--- src/rtl/mux_n_pipe_pkg.sv ---
// Shared types and helpers for the N-input pipelined selector.
package mux_n_pipe_pkg;

    localparam int unsigned DefWidth = 32;
    localparam int unsigned DefNumIn = 4;

    // Occupancy of the main/skid register pair.
    typedef enum logic [1:0] {
        StEmpty,  // nothing buffered, out_valid low
        StOne,    // main holds a word
        StTwo     // main and skid both hold words, inputs blocked
    } occ_e;

    // Select width for n inputs: ceil(log2(n)), never below 1.
    function automatic int unsigned clog2(input int unsigned n);
        int unsigned r;
        r = 0;
        while ((64'd1 << r) < 64'(n)) begin
            r++;
        end
        return (r == 0) ? 1 : r;
    endfunction

endpackage

--- src/rtl/mux_n.sv ---
// Combinational N:1 word selector; out-of-range select yields zero.
module mux_n #(
    parameter int unsigned WIDTH  = 32,
    parameter int unsigned NUM_IN = 4,
    parameter int unsigned SEL_W  = 2
) (
    input  logic [SEL_W-1:0]        sel,
    input  logic [NUM_IN*WIDTH-1:0] in_data,
    output logic [WIDTH-1:0]        out_data
);

    // Scan all channels; only a matching index drives the result.
    always_comb begin
        out_data = '0;
        for (int k = 0; k < NUM_IN; k++) begin
            if (sel == SEL_W'(k)) begin
                out_data = in_data[k*WIDTH +: WIDTH];
            end
        end
    end

endmodule

--- src/rtl/mux_n_pipe.sv ---
// N-input selector with registered output and valid/ready on every port.
// A main register drives the output and a skid register absorbs one word
// while the consumer stalls, so in_ready never depends on out_ready.
module mux_n_pipe
    import mux_n_pipe_pkg::*;
#(
    parameter int unsigned WIDTH  = DefWidth,
    parameter int unsigned NUM_IN = DefNumIn,
    parameter int unsigned SEL_W  = clog2(NUM_IN)
) (
    input  logic                    clock,
    input  logic                    reset,
    input  logic [SEL_W-1:0]        sel,
    input  logic [NUM_IN*WIDTH-1:0] in_data,
    input  logic [NUM_IN-1:0]       in_valid,
    output logic [NUM_IN-1:0]       in_ready,
    output logic [WIDTH-1:0]        out_data,
    output logic                    out_valid,
    input  logic                    out_ready,
    output logic                    sel_err
);

    occ_e             state_q, state_d;
    logic [WIDTH-1:0] main_q, main_d;
    logic [WIDTH-1:0] skid_q, skid_d;
    logic [WIDTH-1:0] sel_data;
    logic             can_accept;
    logic             in_xfer;
    logic             out_xfer;

    mux_n #(
        .WIDTH  (WIDTH),
        .NUM_IN (NUM_IN),
        .SEL_W  (SEL_W)
    ) u_mux (
        .sel      (sel),
        .in_data  (in_data),
        .out_data (sel_data)
    );

    assign sel_err    = (32'(sel) >= NUM_IN);
    assign can_accept = (state_q != StTwo) && !sel_err;

    // Ready is one-hot on the selected channel, derived from state and sel only.
    always_comb begin
        in_ready = '0;
        for (int k = 0; k < NUM_IN; k++) begin
            in_ready[k] = (sel == SEL_W'(k)) && can_accept;
        end
    end

    assign in_xfer   = |(in_valid & in_ready);
    assign out_valid = (state_q != StEmpty);
    assign out_data  = main_q;
    assign out_xfer  = out_valid && out_ready;

    // Next-state: load main, spill into skid on stall, refill main from skid.
    always_comb begin
        state_d = state_q;
        main_d  = main_q;
        skid_d  = skid_q;
        case (state_q)
            StEmpty: begin
                if (in_xfer) begin
                    main_d  = sel_data;
                    state_d = StOne;
                end
            end
            StOne: begin
                if (out_xfer) begin
                    if (in_xfer) begin
                        main_d = sel_data;
                    end else begin
                        state_d = StEmpty;
                    end
                end else if (in_xfer) begin
                    skid_d  = sel_data;
                    state_d = StTwo;
                end
            end
            StTwo: begin
                // Inputs are blocked here, so only the drain path exists.
                if (out_xfer) begin
                    main_d  = skid_q;
                    state_d = StOne;
                end
            end
            default: state_d = StEmpty;
        endcase
    end

    // Storage registers; reset discards anything buffered.
    always_ff @(posedge clock or posedge reset) begin
        if (reset) begin
            state_q <= StEmpty;
            main_q  <= '0;
            skid_q  <= '0;
        end else begin
            state_q <= state_d;
            main_q  <= main_d;
            skid_q  <= skid_d;
        end
    end

endmodule

--- config.mk ---
export PLATFORM = sky130hd
export DESIGN_NAME = mux_n_pipe
export DESIGN_NICKNAME = d
export VERILOG_FILES = /design/src/rtl/mux_n_pipe_pkg.sv /design/src/rtl/mux_n.sv /design/src/rtl/mux_n_pipe.sv
export SDC_FILE = /design/constraint.sdc
export NUM_CORES = 1
export LEC_CHECK = 0
export ABC_AREA = 1
export CAP_MARGIN = 10
export CORE_ASPECT_RATIO = 1.5
export CORE_MARGIN = 3
export CORE_UTILIZATION = 39
export CTS_BUF_LIST = sky130_fd_sc_hd__clkbuf_8 sky130_fd_sc_hd__clkbuf_16
export CTS_CLUSTER_DIAMETER = 30
export DETAILED_ROUTE_END_ITERATION = 7
export PLACE_DENSITY = 0.83
export SYNTH_ARGS = -nofsm -noshare
export SYNTH_HDL_FRONTEND = slang
export SYNTH_HIERARCHICAL = 1
export SYNTH_SLANG_ARGS = --single-unit
--- constraint.sdc ---
create_clock -name clock -period 1.96 [get_ports clock]
set_input_delay 0.392 -clock clock [delete_from_list [all_inputs] [get_ports clock]]
set_output_delay 0.392 -clock clock [all_outputs]
set_load 0.01 [all_outputs]
---- After elaboration in Yosys (flattened, before gate mapping) ----
Index checks and enable logic that the tools add are counted.
word-level totals
  bits of input ports ..................... 137
  output and inout port bits .............. 38
  word-level logic and storage cells ...... 43
  flip-flop bits (word level) ............. 66
cells by class
  bitwise logic cells ..................... 2
  reduce and logical (&&, ||, !) cells .... 13
  mux-type cells .......................... 14
  equal/unequal tests ..................... 11
operators with widths
  kind                  count
  $mux W32              7
  $pmux W32 S3          1
  $mux W2               5
  $ne A2 B2 Y1 const B  4
  $eq A2 B2 Y1 const B  3
  $ne A3 B3 Y1 const B  2
  $pmux W2 S3           1
  $reduce_and A3 Y1     2
  $logic_and A1 B1 Y1   5
  $and A4 B4 Y4         1
  $eq A2 B1 Y1 const B  2
  $logic_not A2 Y1      2
  $reduce_and A4 Y1     1
  $reduce_or A4 Y1      1
  $reduce_bool A3 Y1    1
  $reduce_bool A2 Y1    1
  $not A1 Y1            1

---- Longest topological paths before layout ----
  word-level depth ........................ 8
  depth in mapped cells ................... 12
  mapped depth without buffers ............ 9

---- Hierarchy ----
The synthesis kept the hierarchy.
by module, submodules not included
  module      cells each  times used  sequential area each (µm²)  area each (µm²)
  mux_n_pipe  419         1           1651.6                      3214.3
  mux_n       186         1           0.0                         964.7

---- Least setup slack after synthesis ----
OpenSTA, ideal clock, no wires.
  kind .................................... register to output
  from .................................... register state_q[0]
  to ...................................... output port in_ready[0]
  buffers on the path ..................... 3
  required time ........................... 1568 ps
  arrival ................................. 1279 ps
  setup slack ............................. 289 ps
  cell stages (with the launch flop) ...... 8
  cell sequence ........................... dfrtp_1 buf_4 inv_2 nand2_2 buf_6 clkinv_1 buf_2 nor3_1
on the way
  word-level cells in the longest chain between the ends .. 2
RTL lines
  item                    line              RTL
  from (decl)             mux_n_pipe.sv:23  occ_e state_q, state_d;
  from (signal assigned)  mux_n_pipe.sv:95  state_q <= StEmpty;
  from (signal assigned)  mux_n_pipe.sv:99  state_q <= state_d;
  $ne A2 B2 Y1            mux_n_pipe.sv:42  assign can_accept = (state_q != StTwo) && !sel_err;
  $logic_and A1 B1 Y1     mux_n_pipe.sv:48  in_ready[k] = (sel == SEL_W'(k)) && can_accept;
  to (decl)               mux_n_pipe.sv:16  output logic [NUM_IN-1:0] in_ready,
No other way between the ends.

---- Worst setup path after layout ----
  from .................................... register state_q[1]
  to ...................................... output port out_valid
on the way
  word-level cells in the longest chain between the ends .. 1
RTL lines
  item                line              RTL
  $reduce_bool A2 Y1  mux_n_pipe.sv:53  assign out_valid = (state_q != StEmpty);
  to (decl)           mux_n_pipe.sv:18  output logic out_valid,
No other way between the ends.

==> key figures <==
Outcome
  • Status: finished, final reports clean

Layout
  • Area of the multi-input gates: between 0.002 and 0.0025 mm^2
  • Area delta synth->final: 49.43%
  • # fillers: 920
  • Register area: 0.001653 mm^2
  • # diodes: 0
  • Nets: 899
  • Share of cells above drive strength 1: 0.07171
  • Fin cells: 908

Logic synthesis
  • Yosys top cell by area: dfrtp_1
  • Syn_nets: 742
  • Synth Instances: between 600 and 700
  • Mapped Area: ~0.0042 mm^2
  • Synth cell types: 21
  • Ys Warns: 6
  • Ranking of synthesized cells by area: dfrtp_1, nand2_1, nand3_1, nand4_1, buf_4
  • Seq/Total Area, Yosys: 0.3952
  • Syn Area/Cell: just under 7 um^2
  • Area share of the largest cell type after synthesis: 0.3952
  • Flop and latch count out of synthesis: 66

Global routing
  • GRT overflow: 0
  • First-pass GRT wire length: 22980 um
  • Vias in the first global route: approximately 4900
  • Maximum number of pins on one net before global-route repair: between 60 and 70
  • GRT Total Usage: 0.2334
  • Initial antenna violation count: 0

Critical path
  • CP max-delay cell: clkdlybuf4s50_1
  • Worst endpoint required time: approximately 1.6 ns
  • Startpoint Class: register
  • Setup CP Type: register to output pin
  • Max Fanout on Critical Path: 3
  • RR Startpoint: state_q[1]
  • Crit path DAT: 1.52 ns
  • CP max stage delay: 0.58 ns
  • Reg-to-reg setup timing slack: ~0.22 ns
  • CP Capture Type: output pin
  • End of the worst register-to-register path: out_data[28]
  • Reg2Reg Depth: 7
  • Worst-path cell chain: inv_1 -> nand2_1 -> clkdlybuf4s50_1

Clocking
  • Clk buf depth: 2
  • Number of buffers created by CTS: 9
  • Clk slew on worst S/H paths: 0.05 ns
  • Root buf cell: clkbuf_16
  • Clock Sinks: 66
  • H-tree Lvls: 3
  • Clk Latency, worst-skew pair: 0.33 ns
  • CTS tree: built
  • Hold Buf Count CTS: 0

Placed design
  • HPWL Detailed: about 10000 um
  • Port Buffers: between 150 and 200
  • GPL Wtd Cong: 0.8496
  • Inst Count DP: slightly below 900

Floorplan
  • Die H: 132.8 um
  • Die area: approximately 0.012 mm^2
  • Num ports: 175
  • Starting Density: 0.4056
  • FP Rows: 45
  • Core box area: 0.01030 mm^2
  • Die width: roughly 90 um

Timing
  • Fin Setup TNS: 0 ns
  • Setup violators final: 0
  • Tcrit/Tclk final: 0.9732
  • Highest Clock Rate: 524.3 MHz
  • Unrepaired setup endpoints after global routing: false
  • Hold Fails Final Rpt: 0
  • Clk_skew: 0.005608 ns
  • Fin. max-slew vios: 0
  • Hold_ws: between 0.4 and 0.5 ns
  • Period minus WS final: 1.907 ns

Route
  • Drt first pass iters: 5
  • Total Wirelength: between 10000 and 15000 um
  • Routed length per instance: 15.36 um
  • Vias: 4872
  • Detail Route Antenna Nets: 0
  • DRT iter0 DRCs: 427
  • Vias per inst: between 5 and 6
  • Drc violations: 0

Hold path
  • Type of the most critical hold path: register to register
  • Hold path depth: 2
  • Hold endpoint: skid_q[28]
  • Hold_sp: skid_q[28]

Run
  • Max Cap Viol: 0

Pwr
  • Worst VDD drop: 0.7510 mV
  • Leak pwr: 2.962 nW
  • P per Cell Area: 1107 mW/mm^2
[per-layer routing]
layer / wire [um] / global-route usage / vias up
met5: 0 / 0 / -
met4: 650 / 0.1295 / 0
met3: 958 / 0.04494 / 48
met2: 6924 / 0.3946 / 253
met1: 5418 / 0.2762 / 2222
li1: - / - / 2349
[cell usage after synthesis (all sizes together)]
cell type and n:
nor3 3, buf 41, inv 8, nand2 265, conb 1, nand3 133, o21ai 1, clkbuf 12
nor2 7, dfrtp 66, a21oi 1, nand4 65, clkinv 2
[state kept, by name, indices dropped and copies added (netlist names)]
register,count
skid_q,32
out_data,32
state_q,2
[cell families after synthesis]
group / after synthesis / share of synthesized area
buffers and inverters: 63 / 0.08893
other: 1 / 0.0008973
DFF: 66 / 0.3952
and+or+nand+nor: 473 / 0.5117
AOI/OAI and AO/OA: 2 / 0.003293
[cells in the final DEF, fill, tap and decap left out, drive strengths merged]
cell type	netlist	routed
conb	1	1
nand4	65	65
buf	41	28
dlygate4sd2	0	4
a21oi	1	1
clkinvlp	0	4
nor3	3	3
inv	8	8
clkdlybuf4s50	0	167
clkinv	2	2
nand3	133	133
nand2	265	265
clkbuf	12	12
dfrtp	66	66
o21ai	1	1
nor2	7	7
[cell type report]
type / count / share of cell area
Inverter: 10 / 0.006812
Multi-Input combinational cell: 476 / 0.3452
Timing Repair Buffer: 199 / 0.3082
Clock buffer: 12 / 0.04268
Clock inverter: 4 / 0.004208
Sequential cell: 66 / 0.2647
Tap cell: 141 / 0.02825
[power by group]
part | internal (mW) | switching (mW) | leakage, nW
Sequential | 1.97 | 0.337 | 0.834
Clock | 0.954 | 0.569 | 0.138
Combinational | 1.37 | 1.72 | 1.99
[critical path: cells and delay by family, from the launching register on]
| kind | cells | cell delay (ns) |
|---|---|---|
| flops | 1 | 0.40 |
| buf+inv | 2 | 0.67 |
| simple gates | 1 | 0.12 |
[stage by stage]
step | util | power, mW | setup WS (ns) | instance area (um^2)
after floorplan | - | 4.040 | 0.2890 | 4183
after global placement | 0.5772 | 5.293 | 0.1621 | 5947
after detailed placement | 0.5772 | 5.400 | 0.1156 | 5947
after CTS | 0.6060 | 6.962 | 0.004713 | 6243
after global routing | 0.6061 | 7.400 | 0.01096 | 6245
final | 0.6061 | 6.915 | 0.05260 | 6245
[worst max-delay path by stage]
stage	start	end	slack [ns]	cells past startpoint
6_report	state_q[1]	out_valid	0.05	3
5_1_grt	state_q[1]	out_valid	0.01	3
4_1_cts	state_q[1]	out_valid	0.005	3
3_5_place_dp	sel[0]	in_ready[1]	0.12	4
3_3_place_gp	in_valid[3]	out_data[9]	0.16	8
2_1_floorplan	state_q[0]	in_ready[0]	0.29	7
[what timing repair did]
action	in CTS	in global routing
pin swaps	1	0
buffers inserted	1	0
endpoints found under the setup margin	4	1
resized for setup	5	1
Note: power is estimated with default switching activity, not from simulation.
